### src/rtl/instr_encoder_loader_pkg.sv
// instr_encoder_loader_pkg: opcode enum, prefixes and status codes shared by encoder, loader and decoder
package instr_encoder_loader_pkg;
  typedef enum logic [3:0] {
    OP_ADDI, OP_SUBI, OP_SR0, OP_SRH0, OP_CLR, OP_MOV,
    OP_BR, OP_BRZ, OP_MOVA, OP_MOVR, OP_MOVRHS, OP_PAUSE
  } op_e;
  typedef enum logic [2:0] {S_IDLE, S_LOAD, S_FILL, S_DONE, S_ERROR} state_e;
  localparam logic [2:0] PFX_ADDI = 3'b000, PFX_SUBI = 3'b001, PFX_BR = 3'b100, PFX_BRZ = 3'b101;
  localparam logic [3:0] PFX_SR0 = 4'b0100, PFX_SRH0 = 4'b0101, PFX_MOV = 4'b0111;
  localparam logic [5:0] PFX_CLR = 6'b011000, PFX_MOVA = 6'b110000, PFX_MOVR = 6'b110001;
  localparam logic [5:0] PFX_MOVRHS = 6'b110010, PFX_PAUSE = 6'b111111;
  localparam logic [7:0] PAUSE_WORD = 8'hFC;
  localparam logic [1:0] ERR_NONE = 2'd0, ERR_RANGE = 2'd1, ERR_OPCODE = 2'd2, ERR_OVERFLOW = 2'd3;
endpackage

### src/rtl/instr_encode.sv
// instr_encode: packs one symbolic command into the 8-bit instruction word and flags illegal input
module instr_encode
  import instr_encoder_loader_pkg::*;
#(
  parameter int DEPTH = 32
) (
  input  logic [3:0] op,
  input  logic [4:0] arg,
  output logic [7:0] word,
  output logic       range_err,
  output logic       op_err
);
  always_comb begin
    word = '0;
    range_err = 1'b0;
    op_err = 1'b0;
    case (op)
      OP_ADDI:   word = {PFX_ADDI, arg};
      OP_SUBI:   word = {PFX_SUBI, arg};
      OP_SR0:    begin word = {PFX_SR0, arg[3:0]}; range_err = arg[4]; end
      OP_SRH0:   begin word = {PFX_SRH0, arg[3:0]}; range_err = arg[4]; end
      OP_CLR:    begin word = {PFX_CLR, arg[1:0]}; range_err = |arg[4:2]; end
      OP_MOV:    begin word = {PFX_MOV, arg[3:0]}; range_err = arg[4]; end
      OP_BR:     begin word = {PFX_BR, arg}; range_err = {1'b0, arg} >= 6'(DEPTH); end
      OP_BRZ:    begin word = {PFX_BRZ, arg}; range_err = {1'b0, arg} >= 6'(DEPTH); end
      OP_MOVA:   begin word = {PFX_MOVA, arg[1:0]}; range_err = |arg[4:2]; end
      OP_MOVR:   begin word = {PFX_MOVR, arg[1:0]}; range_err = |arg[4:2]; end
      OP_MOVRHS: begin word = {PFX_MOVRHS, arg[1:0]}; range_err = |arg[4:2]; end
      OP_PAUSE:  begin word = {PFX_PAUSE, arg[1:0]}; range_err = |arg[4:2]; end
      default:   op_err = 1'b1;
    endcase
  end
endmodule

### src/rtl/instr_encoder_loader.sv
// instr_encoder_loader: streams encoded commands into program memory and reports session status.
// Define PAD_PAUSE_EN to pad the unused tail of memory with PAUSE words after the last command.
module instr_encoder_loader
  import instr_encoder_loader_pkg::*;
#(
  parameter int DEPTH  = 32,
  parameter int ADDR_W = 5
) (
  input  logic              clk,
  input  logic              reset_n,
  input  logic              start,
  input  logic              cmd_valid,
  output logic              cmd_ready,
  input  logic [3:0]        cmd_op,
  input  logic [4:0]        cmd_arg,
  input  logic              cmd_last,
  output logic              mem_we,
  output logic [ADDR_W-1:0] mem_addr,
  output logic [7:0]        mem_wdata,
  output logic              busy,
  output logic              done,
  output logic              err,
  output logic [1:0]        err_code,
  output logic [ADDR_W:0]   count
);
  localparam logic [ADDR_W:0] FULL = (ADDR_W+1)'(DEPTH);
  state_e state, nxt;
  logic [ADDR_W:0] count_n;
  logic [1:0] code_n;
  logic we_n, range_err, op_err;
  logic [7:0] word, wdata_n;
  instr_encode #(.DEPTH(DEPTH)) u_enc (
    .op(cmd_op), .arg(cmd_arg), .word(word), .range_err(range_err), .op_err(op_err)
  );
  assign cmd_ready = state == S_LOAD;
  assign busy = state == S_LOAD || state == S_FILL;
  assign done = state == S_DONE;
  assign err = state == S_ERROR;
  always_comb begin
    nxt = state;
    count_n = count;
    code_n = err_code;
    we_n = 1'b0;
    wdata_n = word;
    case (state)
      S_LOAD: if (cmd_valid) begin
        if (count == FULL) begin
          nxt = S_ERROR;
          code_n = ERR_OVERFLOW;
        end else if (op_err || range_err) begin
          nxt = S_ERROR;
          code_n = op_err ? ERR_OPCODE : ERR_RANGE;
        end else begin
          we_n = 1'b1;
          count_n = count + 1'b1;
`ifdef PAD_PAUSE_EN
          if (cmd_last) nxt = (count == FULL - 1'b1) ? S_DONE : S_FILL;
`else
          if (cmd_last) nxt = S_DONE;
`endif
        end
      end
`ifdef PAD_PAUSE_EN
      // one PAUSE per cycle; DONE follows the cycle after the last pad word
      S_FILL: if (count == FULL) nxt = S_DONE;
      else begin
        we_n = 1'b1;
        wdata_n = PAUSE_WORD;
        count_n = count + 1'b1;
      end
`endif
      default: if (start) begin
        nxt = S_LOAD;
        count_n = '0;
        code_n = ERR_NONE;
      end
    endcase
  end
  always_ff @(posedge clk or negedge reset_n) begin
    if (!reset_n) begin
      state <= S_IDLE;
      count <= '0;
      err_code <= ERR_NONE;
      mem_we <= 1'b0;
      mem_addr <= '0;
      mem_wdata <= '0;
    end else begin
      state <= nxt;
      count <= count_n;
      err_code <= code_n;
      mem_we <= we_n;
      if (we_n) begin
        mem_addr <= count[ADDR_W-1:0];
        mem_wdata <= wdata_n;
      end
    end
  end
endmodule
### config.mk
export PLATFORM = sky130hd
export DESIGN_NAME = instr_encoder_loader
export DESIGN_NICKNAME = d
export VERILOG_FILES = /design/src/rtl/instr_encoder_loader_pkg.sv /design/src/rtl/instr_encode.sv /design/src/rtl/instr_encoder_loader.sv
export SDC_FILE = /design/constraint.sdc
export NUM_CORES = 1
export LEC_CHECK = 0
export ABC_AREA = 1
export CELL_PAD_IN_SITES_DETAIL_PLACEMENT = 1
export CELL_PAD_IN_SITES_GLOBAL_PLACEMENT = 1
export CORE_ASPECT_RATIO = 0.9
export CORE_MARGIN = 4
export CORE_UTILIZATION = 37
export DETAILED_ROUTE_END_ITERATION = 8
export GPL_TIMING_DRIVEN = 1
export PLACE_DENSITY = 0.94
export SETUP_SLACK_MARGIN = 0.4
export SYNTH_ARGS = -nofsm -noshare
export SYNTH_HDL_FRONTEND = slang
export SYNTH_SLANG_ARGS = --single-unit
### constraint.sdc
create_clock -name clk -period 3 [get_ports clk]
set_input_delay 0.9 -clock clk [delete_from_list [all_inputs] [get_ports clk]]
set_output_delay 0.9 -clock clk [all_outputs]
set_load 0.005 [all_outputs]
==> results of run 1 <==
## cell families (layout without fill, tap and decap cells)
logic type	count (synthesis)	count (layout)	synth area share, %
xor gates and xnor gates	3	3	1.82
adders and majority gates	2	2	1.73
and+or+nand+nor	98	98	34.9
DFF	25	25	43.3
buffers and inverters	21	63	6.50
AOI/OAI and AO/OA	24	24	11.7
## per-layer routing
layer	GRT usage [%]	up-vias
met2	31.9	32
met3	3.13	6
li1	-	644
met4	4.75	0
met5	0	-
met1	19.9	643
## power groups by stage
| stage | Combinational, W | Clock [W] | Sequential [W] |
|---|---|---|---|
| 3_3_place_gp | 0.000649 | 0 | 0.000524 |
| 2_1_floorplan | 0.000353 | 0 | 0.000519 |
| 4_1_cts | 0.000688 | 0.000213 | 0.000522 |
| 5_1_grt | 0.000770 | 0.000232 | 0.000540 |
| 6_report | 0.000694 | 0.000208 | 0.000522 |
| 3_5_place_dp | 0.000675 | 0 | 0.000528 |
## state kept, by name (all words and copies together) (netlist names)
register and cells:
mem_wdata 8, count 6, mem_addr 5, state 3, err_code 2, mem_we 1
## layout by cell type, fill, tap and decap left out, drive strengths merged, types with 2 or more instances in the layout
cell type and count:
xor2 3, clkbuf 3, ha 2, clkdlybuf4s50 39
inv 19, nor2 13, or2 4, nand3 12
nand4 4, nor3 4, o21ai 18, nand2 60
dfrtp 25
## layout make-up
class / count / share of cell area [%]
inverter: 19 / 3.81
clock buffer: 3 / 2.13
timing repair buffer: 40 / 20.5
clock inverter: 1 / 0.387
sequential: 25 / 32.3
multi-input combinational: 127 / 37.9
tap: 46 / 2.97
## final timing paths
check,start,endpoint,slack [ps],depth (start not counted)
setup / recovery,state[2],cmd_ready,460,4
hold / removal,mem_addr[0],mem_addr[0],500,2
setup reg to reg,count[0],mem_wdata[3],1030,11
hold reg to reg,mem_addr[0],mem_addr[0],500,2
max in group asynchronous,reset_n,mem_wdata[1],1770,2
min in group asynchronous,reset_n,mem_addr[1],990,2
## per-stage QoR
| stage | cells | setup WS (ps) | area [sq um] | hold slack (ps) | total power, W |
|---|---|---|---|---|---|
| finish | 261 | 464 | 1940 | 498 | 0.00142 |
| floorplan | 173 | 1130 | 1440 | 465 | 0.000872 |
| global placement | 257 | 329 | 1880 | 468 | 0.00117 |
| global route | 261 | 373 | 1940 | 521 | 0.00154 |
| detailed placement | 257 | 238 | 1880 | 477 | 0.00120 |
| CTS | 261 | 446 | 1930 | 502 | 0.00142 |
## repair_timing
item | CTS | global route
buffers inserted | 0 | 0
endpoints found under the setup margin | 1 | 5
resized for setup | 1 | 4
## tightest hold or removal path, stage by stage (launching register included)
cell                      delay, ps
sky130_fd_sc_hd__dfrtp_1        370
sky130_fd_sc_hd__nand2_2         60
sky130_fd_sc_hd__o21ai_2         40
==> metrics.txt, run 1 <==
# TYPE chip_impl_metric gauge
chip_impl_info{name="result_of_the_run",value="complete, no violations"} 1
chip_impl_metric{name="final_max_slew_viol_count",unit=""} 0
chip_impl_info{name="yosys-top-cells-count",value="sky130_fd_sc_hd__nand2_1, sky130_fd_sc_hd__dfrtp_1, sky130_fd_sc_hd__nand2_2"} 1
chip_impl_metric{name="wl_per_cell",unit="um"} 14.5
chip_impl_metric{name="max-slew-margin-rel",unit="%"} 72.6
chip_impl_info{name="min_path_type",value="flop to flop"} 1
chip_impl_metric{name="path_max_fanout",unit=""} 8
chip_impl_metric{name="transition_time_at_the_pin_with_the_least_slew_margin",unit="ps"} 409
chip_impl_metric{name="tritoncts_sink_count",unit=""} 25
chip_impl_metric{name="wl",unit="mm"} 3.80
chip_impl_metric{name="leakage_power_total",unit="nW"} 0.900
chip_impl_metric{name="grt.overflow.total",unit=""} 0
chip_impl_metric{name="ios",unit=""} 40
chip_impl_metric{name="synthToLayoutAreaGrowth",unit="%"} 34.3
chip_impl_metric{name="post_drt_via_cell_ratio",unit=""} 5.08
chip_impl_metric{name="wl_met1",unit="mm"} 1.65
chip_impl_metric{name="drv_cap",unit=""} 0
chip_impl_metric{name="die_area",unit="sq mm"} 0.00497
chip_impl_info{name="cp_cell_sequence",value="inv_1 -> nand3_4 -> inv_4 -> clkdlybuf4s50_1"} 1
chip_impl_info{name="crit_path_leading_delay_family",value="buffers and inverters"} 1
chip_impl_metric{name="finished_core_util",unit="%"} 52.0
chip_impl_metric{name="synth_edf_count",unit=""} 0
chip_impl_info{name="cts-root-buf",value="sky130_fd_sc_hd__clkbuf_8"} 1
chip_impl_info{name="criticalPathCategory",value="flop to output port"} 1
chip_impl_metric{name="fin_crit_sh",unit="%"} 84.5
chip_impl_metric{name="fmax",unit="MHz"} 394
chip_impl_metric{name="drive_gt1_share",unit="%"} 22.8
chip_impl_info{name="worst_setup_path_end_kind",value="output port"} 1
chip_impl_metric{name="grt_util_all_layers",unit="%"} 17.1
chip_impl_metric{name="max-clock-path-buffers",unit=""} 2
chip_impl_metric{name="data_arrival_time_of_the_critical_path",unit="ps"} 1640
chip_impl_metric{name="buffer_ports.inserted",unit=""} 39
chip_impl_metric{name="clk_transition_reported_paths",unit="ps"} 90
chip_impl_metric{name="sequential_cell_area",unit="sq um"} 626
chip_impl_info{name="setup_repair_after_global_routing_missed_its_margin",value="yes"} 1
chip_impl_metric{name="row_count",unit=""} 21
chip_impl_metric{name="detailedRoute.firstIterationViolations",unit=""} 58
chip_impl_metric{name="total_nets_after_synthesis",unit=""} 189
chip_impl_metric{name="met2_wire_len",unit="mm"} 1.96
chip_impl_info{name="synth_top_cell_by_area",value="sky130_fd_sc_hd__dfrtp_1"} 1
chip_impl_metric{name="placeableCoreArea",unit="sq mm"} 0.00373
chip_impl_metric{name="source_to_sink_clock_delay_at_the_later_pin_of_the_worst_skew_pair",unit="ps"} 270
chip_impl_metric{name="die-width",unit="um"} 73.9
chip_impl_metric{name="ir_drop",unit="uV"} 456
chip_impl_metric{name="netlist_area",unit="sq mm"} 0.00144
chip_impl_metric{name="htreeDepth",unit=""} 1
chip_impl_metric{name="ys_warn_count",unit=""} 0
chip_impl_metric{name="ant_nets",unit=""} 0
chip_impl_metric{name="final-setup-viol-count",unit=""} 0
chip_impl_metric{name="synth.avg_cell_area",unit="sq um"} 8.35
chip_impl_info{name="synth_most_common_cell",value="sky130_fd_sc_hd__nand2_1"} 1
chip_impl_metric{name="async_set_or_reset_register_ratio_after_synthesis",unit="%"} 100
chip_impl_metric{name="post-route-drc-count",unit=""} 0
chip_impl_metric{name="buffers_and_inverters_on_the_worst_path",unit=""} 3
chip_impl_metric{name="grt_first_pass_wirelength",unit="mm"} 6.68
chip_impl_metric{name="floorplan.initialDensity",unit="%"} 38.7
chip_impl_metric{name="netSwitchingPower",unit="W"} 0.000558
chip_impl_metric{name="grt_pass1_vias",unit=""} 1489
chip_impl_metric{name="finalNetCount",unit=""} 232
chip_impl_info{name="synth_ff_type",value="sky130_fd_sc_hd__dfrtp_1"} 1
chip_impl_metric{name="power_switching_share",unit="%"} 39.2
chip_impl_metric{name="period_needed",unit="ps"} 2540
chip_impl_metric{name="drtPass1Iterations",unit=""} 4
chip_impl_metric{name="synth_cell_type_count",unit=""} 27
chip_impl_metric{name="synth.ff_latch_count",unit=""} 25
chip_impl_metric{name="multiInputGateArea",unit="sq um"} 736
chip_impl_metric{name="timing.clock.skew",unit="ps"} 5.29
chip_impl_info{name="slowest_stage",value="sky130_fd_sc_hd__clkdlybuf4s50_1"} 1
chip_impl_metric{name="power.share.sequential",unit="%"} 36.6
chip_impl_metric{name="maximum_number_of_pins_on_one_net_before_global_route_repair",unit=""} 26
chip_impl_metric{name="cells_after_synth",unit=""} 173
chip_impl_metric{name="cts_hold_buf",unit=""} 0
chip_impl_metric{name="power_per_cell_area",unit="mW/mm^2"} 734
chip_impl_metric{name="p_int",unit="W"} 0.000865
chip_impl_metric{name="synthDominantCellAreaShare",unit="%"} 43.3
chip_impl_info{name="worstSetupStartpointType",value="flop"} 1
chip_impl_metric{name="timing.final.hold_violations",unit=""} 0
chip_impl_metric{name="crit_path_max_incr_delay",unit="ps"} 510
chip_impl_metric{name="wl_met3",unit="um"} 139
chip_impl_metric{name="num_vias",unit=""} 1325
chip_impl_metric{name="dieHeight",unit="um"} 67.3
chip_impl_metric{name="ys_seq_area_share",unit="%"} 43.3
chip_impl_metric{name="place_congestion",unit=""} 0.842
chip_impl_metric{name="dp.final_hpwl",unit="mm"} 2.91
chip_impl_info{name="yosys-top-cells-area",value="sky130_fd_sc_hd__dfrtp_1, sky130_fd_sc_hd__nand2_1, sky130_fd_sc_hd__nand2_2, sky130_fd_sc_hd__o21ai_2, sky130_fd_sc_hd__inv_1"} 1
chip_impl_metric{name="diodes",unit=""} 0
chip_impl_info{name="topRoutingLayerUsed",value="met4"} 1
chip_impl_info{name="cts_tree",value="built"} 1
chip_impl_metric{name="cts-buffers-inserted",unit=""} 3
chip_impl_metric{name="p_clk_share",unit="%"} 14.6
chip_impl_metric{name="antenna_found_initial",unit=""} 0
chip_impl_metric{name="setup-tns-final",unit="ps"} 0
chip_impl_metric{name="num-fill-cells",unit=""} 462
chip_impl_metric{name="power_frac_comb",unit="%"} 48.8
chip_impl_metric{name="critical_path_required",unit="ps"} 2100
Note: power is estimated with default switching activity, not from simulation.
==> run 2: changes to the inputs <==
--- a/config.mk
+++ b/config.mk
@@ -10,10 +10,10 @@
 export CELL_PAD_IN_SITES_GLOBAL_PLACEMENT = 1
 export CORE_ASPECT_RATIO = 0.9
 export CORE_MARGIN = 4
-export CORE_UTILIZATION = 37
+export CORE_UTILIZATION = 34
 export DETAILED_ROUTE_END_ITERATION = 8
 export GPL_TIMING_DRIVEN = 1
-export PLACE_DENSITY = 0.94
+export PLACE_DENSITY = 0.88
 export SETUP_SLACK_MARGIN = 0.4
 export SYNTH_ARGS = -nofsm -noshare
 export SYNTH_HDL_FRONTEND = slang
==> constraint.sdc (replaced) <==
create_clock -name clk -period 2.4 [get_ports clk]
set_input_delay 0.72 -clock clk [delete_from_list [all_inputs] [get_ports clk]]
set_output_delay 0.72 -clock clk [all_outputs]
set_load 0.005 [all_outputs]
==> metrics.txt, run 2 (synthesis results as in run 1) <==
# TYPE chip_impl_metric gauge
chip_impl_metric{name="ant_nets",unit=""} 0
chip_impl_metric{name="timing.reg2reg.worst_path_depth",unit=""} 11
chip_impl_metric{name="placeableCoreArea",unit="sq mm"} 0.00410
chip_impl_info{name="crit_path_leading_delay_family",value="flip-flops"} 1
chip_impl_metric{name="wl_per_cell",unit="um"} 14.0
chip_impl_metric{name="floorplan.initialDensity",unit="%"} 35.2
chip_impl_metric{name="fin_crit_sh",unit="%"} 81.4
chip_impl_metric{name="power_per_cell_area",unit="mW/mm^2"} 911
chip_impl_info{name="cts_tree",value="built"} 1
chip_impl_metric{name="power",unit="W"} 0.00192
chip_impl_info{name="worstHoldStart",value="err_code[1]"} 1
chip_impl_info{name="worst_hold_path.endpoint",value="err_code[1]"} 1
chip_impl_metric{name="max-slew-margin-rel",unit="%"} 73.5
chip_impl_metric{name="worstSetupPathDepth",unit=""} 5
chip_impl_metric{name="power_frac_comb",unit="%"} 53.2
chip_impl_info{name="r2r-end",value="mem_addr[1]"} 1
chip_impl_metric{name="crit_path_max_incr_delay",unit="ps"} 430
chip_impl_info{name="cp_cell_sequence",value="buf_4 -> inv_1 -> nand3_1 -> nand2_1 -> clkdlybuf4s15_1"} 1
chip_impl_metric{name="final-setup-viol-count",unit=""} 0
chip_impl_metric{name="timing.reg2reg.setup_slack",unit="ps"} 570
chip_impl_metric{name="power_switching_share",unit="%"} 38.0
chip_impl_metric{name="detailedRoute.firstIterationViolations",unit=""} 40
chip_impl_metric{name="diodes",unit=""} 0
chip_impl_info{name="most_common_cell_after_layout_fill_and_taps_aside",value="sky130_fd_sc_hd__nand2_1"} 1
chip_impl_metric{name="timing.clock.skew",unit="ps"} 3.00
chip_impl_info{name="registers.top_by_ff_count",value="mem_wdata"} 1
chip_impl_metric{name="clk_transition_reported_paths",unit="ps"} 90
chip_impl_info{name="reg.largest.list",value="mem_wdata: 8 flops, count: 6 flops, mem_addr: 5 flops"} 1
chip_impl_metric{name="cts_hold_buf",unit=""} 0
chip_impl_metric{name="transition_time_at_the_pin_with_the_least_slew_margin",unit="ps"} 396
chip_impl_info{name="setup_repair_after_global_routing_missed_its_margin",value="yes"} 1
chip_impl_metric{name="cts-buffers-inserted",unit=""} 3
chip_impl_metric{name="data_arrival_time_of_the_critical_path",unit="ps"} 1230
chip_impl_metric{name="timing.final.hold_violations",unit=""} 0
chip_impl_metric{name="source_to_sink_clock_delay_at_the_later_pin_of_the_worst_skew_pair",unit="ps"} 270
chip_impl_metric{name="ir_drop",unit="uV"} 379
chip_impl_metric{name="maximum_number_of_pins_on_one_net_before_global_route_repair",unit=""} 26
chip_impl_metric{name="num_vias",unit=""} 1368
chip_impl_info{name="criticalPathCategory",value="flop to output port"} 1
chip_impl_info{name="topRoutingLayerUsed",value="met4"} 1
chip_impl_metric{name="period_needed",unit="ps"} 1950
chip_impl_metric{name="htreeDepth",unit=""} 1
chip_impl_info{name="min_path_type",value="flop to flop"} 1
chip_impl_metric{name="largest_register_ffs",unit=""} 8
chip_impl_metric{name="grt_first_pass_wirelength",unit="mm"} 6.37
chip_impl_metric{name="netSwitchingPower",unit="W"} 0.000729
chip_impl_metric{name="fmax",unit="MHz"} 512
chip_impl_info{name="worst_r2r_startpoint",value="count[0]"} 1
chip_impl_metric{name="p_clk_share",unit="%"} 13.1
chip_impl_metric{name="grt.overflow.total",unit=""} 0
chip_impl_metric{name="finalHoldWorstSlack",unit="ps"} 487
chip_impl_info{name="layout.cells.most_common_list",value="sky130_fd_sc_hd__nand2_1, sky130_fd_sc_hd__clkdlybuf4s50_1, sky130_fd_sc_hd__dfrtp_1"} 1
chip_impl_metric{name="row_count",unit=""} 22
chip_impl_metric{name="tritoncts_sink_count",unit=""} 25
chip_impl_metric{name="grt_pass1_vias",unit=""} 1319
chip_impl_metric{name="buffer_ports.inserted",unit=""} 39
chip_impl_info{name="slowest_stage",value="sky130_fd_sc_hd__dfrtp_2"} 1
chip_impl_metric{name="place_congestion",unit=""} 0.796
chip_impl_metric{name="leakage_power_total",unit="nW"} 1.06
chip_impl_metric{name="max-clock-path-buffers",unit=""} 2
chip_impl_metric{name="wl_met3",unit="um"} 149
chip_impl_metric{name="setup-tns-final",unit="ps"} 0
chip_impl_metric{name="layout.cell_area.non_filler",unit="sq mm"} 0.00210
chip_impl_metric{name="post-route-drc-count",unit=""} 0
chip_impl_metric{name="drive_gt1_share",unit="%"} 32.2
chip_impl_info{name="worst_setup_path_end_kind",value="output port"} 1
chip_impl_metric{name="wl_met1",unit="mm"} 1.85
chip_impl_info{name="worstSetupStartpointType",value="flop"} 1
chip_impl_metric{name="num-fill-cells",unit=""} 502
chip_impl_metric{name="die_area",unit="sq mm"} 0.00535
chip_impl_metric{name="path_max_fanout",unit=""} 3
chip_impl_metric{name="drtPass1Iterations",unit=""} 4
chip_impl_metric{name="final_max_slew_viol_count",unit=""} 0
chip_impl_metric{name="dp.final_hpwl",unit="mm"} 2.85
chip_impl_metric{name="dieHeight",unit="um"} 69.8
chip_impl_metric{name="ios",unit=""} 40
chip_impl_metric{name="grt_util_all_layers",unit="%"} 14.4
chip_impl_metric{name="die-width",unit="um"} 76.7
chip_impl_metric{name="p_int",unit="W"} 0.00119
chip_impl_metric{name="min_delay_path_depth",unit=""} 2
chip_impl_metric{name="drv_cap",unit=""} 0
chip_impl_metric{name="wl",unit="mm"} 3.94
chip_impl_info{name="cts-root-buf",value="sky130_fd_sc_hd__clkbuf_8"} 1
chip_impl_metric{name="placed_area",unit="sq mm"} 0.00194
chip_impl_metric{name="met2_wire_len",unit="mm"} 1.93
chip_impl_metric{name="buffers_and_inverters_on_the_worst_path",unit=""} 3
chip_impl_metric{name="finalNetCount",unit=""} 250
chip_impl_metric{name="antenna_found_initial",unit=""} 0
chip_impl_metric{name="critical_path_required",unit="ps"} 1680
chip_impl_info{name="result_of_the_run",value="complete, no violations"} 1
chip_impl_metric{name="post_drt_via_cell_ratio",unit=""} 4.87
chip_impl_metric{name="synthToLayoutAreaGrowth",unit="%"} 45.8
chip_impl_metric{name="power.share.sequential",unit="%"} 33.7
==> run 2: cell count changes in the layout (fill, tap and decap cells not counted), moves of 3 or more <==
cell | before | now
sky130_fd_sc_hd__buf_4 | 1 | 17
sky130_fd_sc_hd__clkdlybuf4s50_1 | 39 | 30
sky130_fd_sc_hd__dfrtp_1 | 25 | 19
sky130_fd_sc_hd__dfrtp_2 | 0 | 6
sky130_fd_sc_hd__dlygate4sd2_1 | 0 | 4
sky130_fd_sc_hd__dlymetal6s2s_1 | 0 | 4
sky130_fd_sc_hd__nand2_4 | 0 | 3
==> run 2: how the worst max path moves through the flow <==
stage,start,endpoint
final,state[0],busy
after global routing,state[0],busy
after CTS,state[1],cmd_ready
after detailed placement,cmd_op[3],mem_addr[1]
after global placement,cmd_op[2],mem_wdata[5]
after floorplan,cmd_op[2],mem_wdata[6]
==> run 2: cell type report <==
| class | count | area [sq um] | share of cell area [%] |
|---|---|---|---|
| sequential | 25 | 633 | 30.1 |
| clock inverter | 1 | 5.00 | 0.238 |
| clock buffer | 3 | 41.3 | 1.96 |
| tap | 48 | 60.1 | 2.85 |
| timing repair buffer | 57 | 543 | 25.8 |
| inverter | 19 | 71.3 | 3.39 |
| multi-input combinational | 128 | 751 | 35.7 |
==> run 2: metrics by stage <==
stage | setup WS [ps] | utilization, % | instances
2_1_floorplan | 713 | - | 173
3_3_place_gp | 69.9 | 47.4 | 266
3_5_place_dp | 23.9 | 47.4 | 266
4_1_cts | 244 | 49.0 | 272
5_1_grt | 346 | 51.3 | 281
6_report | 447 | 51.3 | 281
==> run 2: per-layer routing <==
| layer | track usage, % | vias up |
|---|---|---|
| met4 | 2.41 | 0 |
| met5 | 0 | - |
| li1 | - | 674 |
| met1 | 19.6 | 665 |
| met2 | 23.7 | 27 |
| met3 | 2.99 | 2 |
==> run 2: timing repair <==
action	CTS	global route
setup buffers	2	8
endpoints found under the setup margin	24	25
pin swaps	1	2
gates resized for setup	12	11
gates cloned	0	1
==> run 2: power groups by stage <==
stage                     combinational, W  clock (W)  sequential (W)
final                              0.00102   0.000251        0.000646
after global routing               0.00112   0.000278        0.000665
after CTS                         0.000915   0.000258        0.000653
after detailed placement          0.000881          0        0.000657
after global placement            0.000861          0        0.000656
after floorplan                   0.000441          0        0.000649
==> run 2: tightest hold or removal path, stage by stage (launching register included) <==
cell and delay [ps]:
sky130_fd_sc_hd__dfrtp_1 360, sky130_fd_sc_hd__nand2_1 50, sky130_fd_sc_hd__nand2_1 50
